## src/rtl/uart2_tx_pkg.sv

```systemverilog
// rtl/uart2_tx_pkg.sv - shared uart2 frame constants and transmitter state encoding
package uart2_tx_pkg;

    localparam int OVERSAMPLE = 16;
    localparam int DATA_BITS  = 8;
    localparam int TICK_W     = $clog2(OVERSAMPLE);
    localparam int BIT_W      = $clog2(DATA_BITS);

    typedef enum logic [1:0] {
        IDLE  = 2'd0,
        START = 2'd1,
        DATA  = 2'd2,
        STOP  = 2'd3
    } tx_state_t;

endpackage

```

## src/rtl/uart2_tx_if.sv

```systemverilog
// rtl/uart2_tx_if.sv - host-side request/status bundle of the uart2 transmitter
interface uart2_tx_if;
    import uart2_tx_pkg::*;

    logic                 tx_start;
    logic [DATA_BITS-1:0] tx_data;
    logic                 tx_ready;
    logic                 tx_busy;
    logic                 tx_done;
    logic                 tx_overrun;

    modport master (
        output tx_start, tx_data,
        input  tx_ready, tx_busy, tx_done, tx_overrun
    );

    modport slave (
        input  tx_start, tx_data,
        output tx_ready, tx_busy, tx_done, tx_overrun
    );
endinterface

```

## src/rtl/uart2_tx.sv

```systemverilog
// rtl/uart2_tx.sv - 8N1 UART transmitter with a one-entry holding register
module uart2_tx
    import uart2_tx_pkg::*;
(
    input  logic       clk,
    input  logic       rst,
    input  logic       b_tick,
    output logic       tx,
    uart2_tx_if.slave  host
);

    tx_state_t            state, state_d;
    logic [TICK_W-1:0]    tick_cnt, tick_d;
    logic [BIT_W-1:0]     bit_cnt, bit_d;
    logic [DATA_BITS-1:0] shift, shift_d;
    logic [DATA_BITS-1:0] hold, hold_d;
    logic                 hold_valid, hold_valid_d;
    logic                 tx_d;
    logic                 last_tick;
    logic                 stop_end;

    assign last_tick = b_tick && (tick_cnt == TICK_W'(OVERSAMPLE - 1));
    assign stop_end  = (state == STOP) && last_tick;

    always_ff @(posedge clk or posedge rst) begin
        if (rst) state <= IDLE;
        else     state <= state_d;
    end

    always_comb begin
        state_d = state;
        case (state)
            IDLE:  if (host.tx_start) state_d = START;
            START: if (last_tick) state_d = DATA;
            DATA:  if (last_tick && bit_cnt == BIT_W'(DATA_BITS - 1)) state_d = STOP;
            STOP:  if (last_tick) state_d = (hold_valid || host.tx_start) ? START : IDLE;
            default: state_d = IDLE;
        endcase
    end

    always_comb begin
        host.tx_busy    = (state != IDLE);
        host.tx_ready   = ~hold_valid;
        host.tx_done    = stop_end;
        // At stop completion a full holding slot drains, so a new request still fits.
        host.tx_overrun = host.tx_start && hold_valid && !stop_end;
    end

    always_comb begin
        shift_d      = shift;
        hold_d       = hold;
        hold_valid_d = hold_valid;
        tick_d       = tick_cnt;
        bit_d        = bit_cnt;
        if (state == IDLE) begin
            if (host.tx_start) begin
                shift_d = host.tx_data;
                tick_d  = '0;
            end
        end else begin
            if (b_tick) tick_d = last_tick ? '0 : tick_cnt + 1'b1;
            if (state == START && last_tick) bit_d = '0;
            if (state == DATA && last_tick && bit_cnt != BIT_W'(DATA_BITS - 1)) begin
                shift_d = shift >> 1;
                bit_d   = bit_cnt + 1'b1;
            end
            if (stop_end) begin
                if (hold_valid) begin
                    shift_d = hold;
                    if (host.tx_start) hold_d = host.tx_data;
                    else               hold_valid_d = 1'b0;
                end else if (host.tx_start) begin
                    shift_d = host.tx_data;
                end
            end else if (host.tx_start && !hold_valid) begin
                hold_d       = host.tx_data;
                hold_valid_d = 1'b1;
            end
        end
    end

    // Line level for the coming state, so tx itself is a plain flop.
    always_comb begin
        case (state_d)
            START:   tx_d = 1'b0;
            DATA:    tx_d = shift_d[0];
            default: tx_d = 1'b1;
        endcase
    end

    always_ff @(posedge clk or posedge rst) begin
        if (rst) begin
            tick_cnt   <= '0;
            bit_cnt    <= '0;
            shift      <= '0;
            hold       <= '0;
            hold_valid <= 1'b0;
            tx         <= 1'b1;
        end else begin
            tick_cnt   <= tick_d;
            bit_cnt    <= bit_d;
            shift      <= shift_d;
            hold       <= hold_d;
            hold_valid <= hold_valid_d;
            tx         <= tx_d;
        end
    end

endmodule

```

## src/flat_wrapper.sv

```systemverilog
// flat-port wrapper written by rule: the top's interface ports become plain ports
module uart2_tx_flat import uart2_tx_pkg::*;
  (clk, rst, b_tick, tx, host_tx_start, host_tx_data, host_tx_ready, host_tx_busy, host_tx_done, host_tx_overrun);
  uart2_tx_if host_i ();
  input  logic clk;
  input  logic rst;
  input  logic b_tick;
  output logic tx;
  input wire logic [$bits(host_i.tx_start)-1:0] host_tx_start;
  input wire logic [$bits(host_i.tx_data)-1:0] host_tx_data;
  output wire logic [$bits(host_i.tx_ready)-1:0] host_tx_ready;
  output wire logic [$bits(host_i.tx_busy)-1:0] host_tx_busy;
  output wire logic [$bits(host_i.tx_done)-1:0] host_tx_done;
  output wire logic [$bits(host_i.tx_overrun)-1:0] host_tx_overrun;
  assign host_i.tx_start = host_tx_start;
  assign host_i.tx_data = host_tx_data;
  assign host_tx_ready = host_i.tx_ready;
  assign host_tx_busy = host_i.tx_busy;
  assign host_tx_done = host_i.tx_done;
  assign host_tx_overrun = host_i.tx_overrun;
  uart2_tx u_core (.clk(clk), .rst(rst), .b_tick(b_tick), .tx(tx), .host(host_i));
endmodule
```

## config.mk

```make
export PLATFORM = sky130hd
export DESIGN_NAME = uart2_tx_flat
export DESIGN_NICKNAME = d
export VERILOG_FILES = /design/src/rtl/uart2_tx_pkg.sv /design/src/rtl/uart2_tx_if.sv /design/src/rtl/uart2_tx.sv /design/src/flat_wrapper.sv
export SDC_FILE = /design/constraint.sdc
export NUM_CORES = 1
export LEC_CHECK = 0
export ABC_CLOCK_PERIOD_IN_PS = 3800
export CAP_MARGIN = 20
export CORE_MARGIN = 2
export CORE_UTILIZATION = 40
export DETAILED_ROUTE_END_ITERATION = 8
export MAX_ROUTING_LAYER = met4
export SLEW_MARGIN = 10
export SYNTH_ARGS = -nofsm -noshare
export SYNTH_HDL_FRONTEND = slang
export SYNTH_SLANG_ARGS = --single-unit
```

## constraint.sdc

```tcl
create_clock -name clk -period 3.8 [get_ports clk]
set_input_delay 0.76 -clock clk [delete_from_list [all_inputs] [get_ports clk]]
set_output_delay 0.76 -clock clk [all_outputs]
set_load 0.03 [all_outputs]
```

==> flow_summary_export.csv <==
group,metric,value,unit
synthesis,synth_edf_count,0,
timing,slew_headroom,33.8,%
global_route,grt_pass1_vias,1496,
clock_network,root_buffer,"clkbuf_8",
timing,fmax,0.286,GHz
power_and_ir_drop,switchingPower,313,uW
timing,setup_viol,0,
route,first_pass_iters,4,
route,avgViaCountPerCell,6.38,
synthesis,async_flop_share,100,%
setup_path,ff2ff_setup_slack,1.58,ns
setup_path,r2r_cells,6,
place,place_congestion,0.772,
route,drc,0,
synthesis,ys.flop_type,"dfrtp_1",
synthesis,yosys.area.top_type_share,37.4,%
synthesis,syn-num-nets,202,
layout,utilization,48.2,%
die,die_area,0.00489,mm2
clock_network,cts_tree,"yes",
timing,rsz0062_at_grt,"false",
power_and_ir_drop,p_per_area,447,mW/mm2
power_and_ir_drop,pwr-share-comb,30.6,%
timing,fin_hold_ws,0.499,ns
clock_network,clockBufferDepth,2,
power_and_ir_drop,seqPwrFrac,49.9,%
synthesis,syn_area,0.00174,mm2
clock_network,cts_resized,0,
route,wl,4350,um
timing,period_minus_slack,3.50,ns
die,die_h,69.9,um
global_route,antenna_found_initial,0,
setup_path,crit_chain,"clkdlybuf4s50_1 -> and4_1 -> nand3_4 -> inv_2 -> clkdlybuf4s50_1",
timing,hold_violations,0,
route,vias,1569,
route,drt_iter0_markers,127,
setup_path,cpPeakStageDelay,0.70,ns
layout,n_antenna_cell,0,
power_and_ir_drop,ir_worst_vdd,0.000178,V
clock_network,clock-sinks,27,
global_route,track_usage,18.7,%
outcome,status,"complete, no violations",
clock_network,clk_pin_slew,0.10,ns
layout,fin_cells,246,
layout,drive_gt1_share,9.18,%
setup_path,cp.required,3.04,ns
setup_path,crit_path_start_kind,"input port",
setup_path,reg2reg_from,"u_core.state[0]",
global_route,grt_max_degree,33,
clock_network,cts_buffers,3,
global_route,grt_pass1_wl,7320,um
place,hpwl,2780,um
min_path,min_delay_path_depth,1,
die,rows,23,
synthesis,synth.area.top_cells,"dfrtp_1, o21ai_0, a32oi_1",
setup_path,cp_common_cell,"clkdlybuf4s50_1",
power_and_ir_drop,cellInternalPower,567,uW
layout,fill_cells,405,
clock_network,cts_setup_buffers,0,
synthesis,syn-instance-count,187,
setup_path,crit_slowest_cell,"clkdlybuf4s50_1",
setup_path,end_kind,"output pin",
timing,fin_tns_setup,0,ns
die,io_pins,17,
power_and_ir_drop,p_clk_share,19.5,%
synthesis,avgSynthCellArea,9.29,um2
global_route,grt_overflow,0,
place,dp.cells,241,
clock_network,clkLatencyLatePin,0.28,ns
clock_network,htreeDepth,1,
min_path,min_from,"u_core.hold[0]",
setup_path,r2r-end,"u_core.hold[0]",
setup_path,criticalPathCategory,"input port to output pin",
min_path,hp-class,"flip-flop to flip-flop",
timing,drv_slew,0,
power_and_ir_drop,cellLeakagePower,0.000785,uW
die,core,0.00409,mm2
route,wire_per_inst,17.7,um
die,initial_core_util,42.5,%
synthesis,synth-seq-cells,27,
setup_path,critPathMaxFanout,10,
timing,tightest_slew,0.994,ns
die,die_x,69.9,um
synthesis,ys_seq_area_share,38.9,%
layout,syn2layout_area_growth,13.3,%
timing,period_share,92.0,%
flow_run,maxCapViolCount,0,
min_path,min_to,"u_core.hold[0]",
synthesis,ys_warn_count,0,
timing,finClkSkew,0.00813,ns
power_and_ir_drop,total_power,880,uW
synthesis,ys_types,48,
place,io_buffers,16,
synthesis,yosys.area.top_type,"dfrtp_1",
setup_path,cp.arrival,2.74,ns
layout,fin_nets,212,
route,ant_nets,0,
power_and_ir_drop,switching_share,35.6,%
clock_network,cts_hold_buf,0,
[registers in the layout (all words and copies together) (netlist names)]
| register | count |
|---|---|
| u_core.hold | 8 |
| u_core.shift | 8 |
| u_core.tick_cnt | 4 |
| u_core.bit_cnt | 3 |
| u_core.state | 2 |
| u_core.hold_valid | 1 |
| u_core.tx | 1 |
[per-layer routing]
metal | wire length [um] | up-vias | track usage [%]
met4 | 43 | 0 | 4.91
met3 | 198 | 4 | 1.88
met2 | 2040 | 48 | 29.9
li1 | - | 747 | -
met1 | 2060 | 770 | 25.5
met5 | 0 | - | -
[cells in the mapped netlist (3+ instances only)]
cell / n
ha_1: 3
nor2_1: 10
buf_2: 6
nand2_1: 16
nand3_1: 4
a21oi_1: 9
a22oi_1: 6
dfrtp_1: 26
nor3b_1: 6
a32oi_1: 7
nor4b_1: 6
clkbuf_1: 8
o311a_1: 6
o211ai_1: 6
and3_1: 3
a22o_1: 5
o21ai_0: 14
inv_1: 3
a31oi_1: 7
[per-stage QoR]
step	worst slack (ns)	area (um2)
2_1_floorplan	1.19	1740
3_3_place_gp	0.322	1910
3_5_place_dp	0.303	1910
5_1_grt	0.209	1970
6_report	0.304	1970
4_1_cts	0.301	1950
[power groups by stage]
stage | Clock [uW] | Combinational [uW] | Sequential [uW]
floorplan | 0 | 208 | 422
global placement | 0 | 259 | 441
detailed placement | 0 | 266 | 442
CTS | 174 | 268 | 437
global route | 186 | 298 | 451
finish | 172 | 269 | 439
[worst max path at each step]
stage	slack, ns	endpoint	from	depth (start not counted)
2_1_floorplan	1.19	host_tx_overrun	b_tick	6
3_3_place_gp	0.32	host_tx_done	b_tick	5
3_5_place_dp	0.30	host_tx_done	b_tick	5
4_1_cts	0.30	host_tx_done	b_tick	5
5_1_grt	0.21	host_tx_done	b_tick	5
6_report	0.30	host_tx_done	b_tick	5
[logic make-up (layout without fill, tap and decap cells)]
kind of cell,count (synthesis),after routing,synth area share (%)
compound gates,74,74,31.0
xor+xnor,1,1,0.504
flops,27,27,38.9
fa+ha+maj,3,3,2.16
simple gates,55,55,18.1
mux,5,5,3.10
buf+inv,22,31,6.26
[placed cells by master (no fill, tap or decap), drive strengths merged, types with 2 or more instances in the layout]
cell and instances:
nor3b 6, ha 3, mux2i 2, o21ai 15, a22o 5, and3 3
o311a 6, dfrtp 26, inv 5, nor3 3, o211ai 7, clkdlybuf4s50 16
a32oi 7, nand3 5, clkbuf 3, a21oi 9, nor4b 6, a32o 2
nor2b 2, nor2 10, buf 6, a31oi 7, mux2 3, a22oi 7
nand2 16
[layout make-up]
cell class                      instances  area [um2]  area share (%)
Timing Repair Buffer                   22         213            10.8
Sequential cell                        27         677            34.4
Clock buffer                            3        41.3            2.10
Clock inverter                          1        5.00           0.254
Multi-Input combinational cell        138         952            48.3
Inverter                                5        18.8           0.953
Tap cell                               50        62.6            3.18
[worst max-delay path, delay by kind of cell]
kind	cells	cell delay [ns]
simple gates	2	0.43
buf+inv	3	1.54
Power figures use the tool's default switching activity.
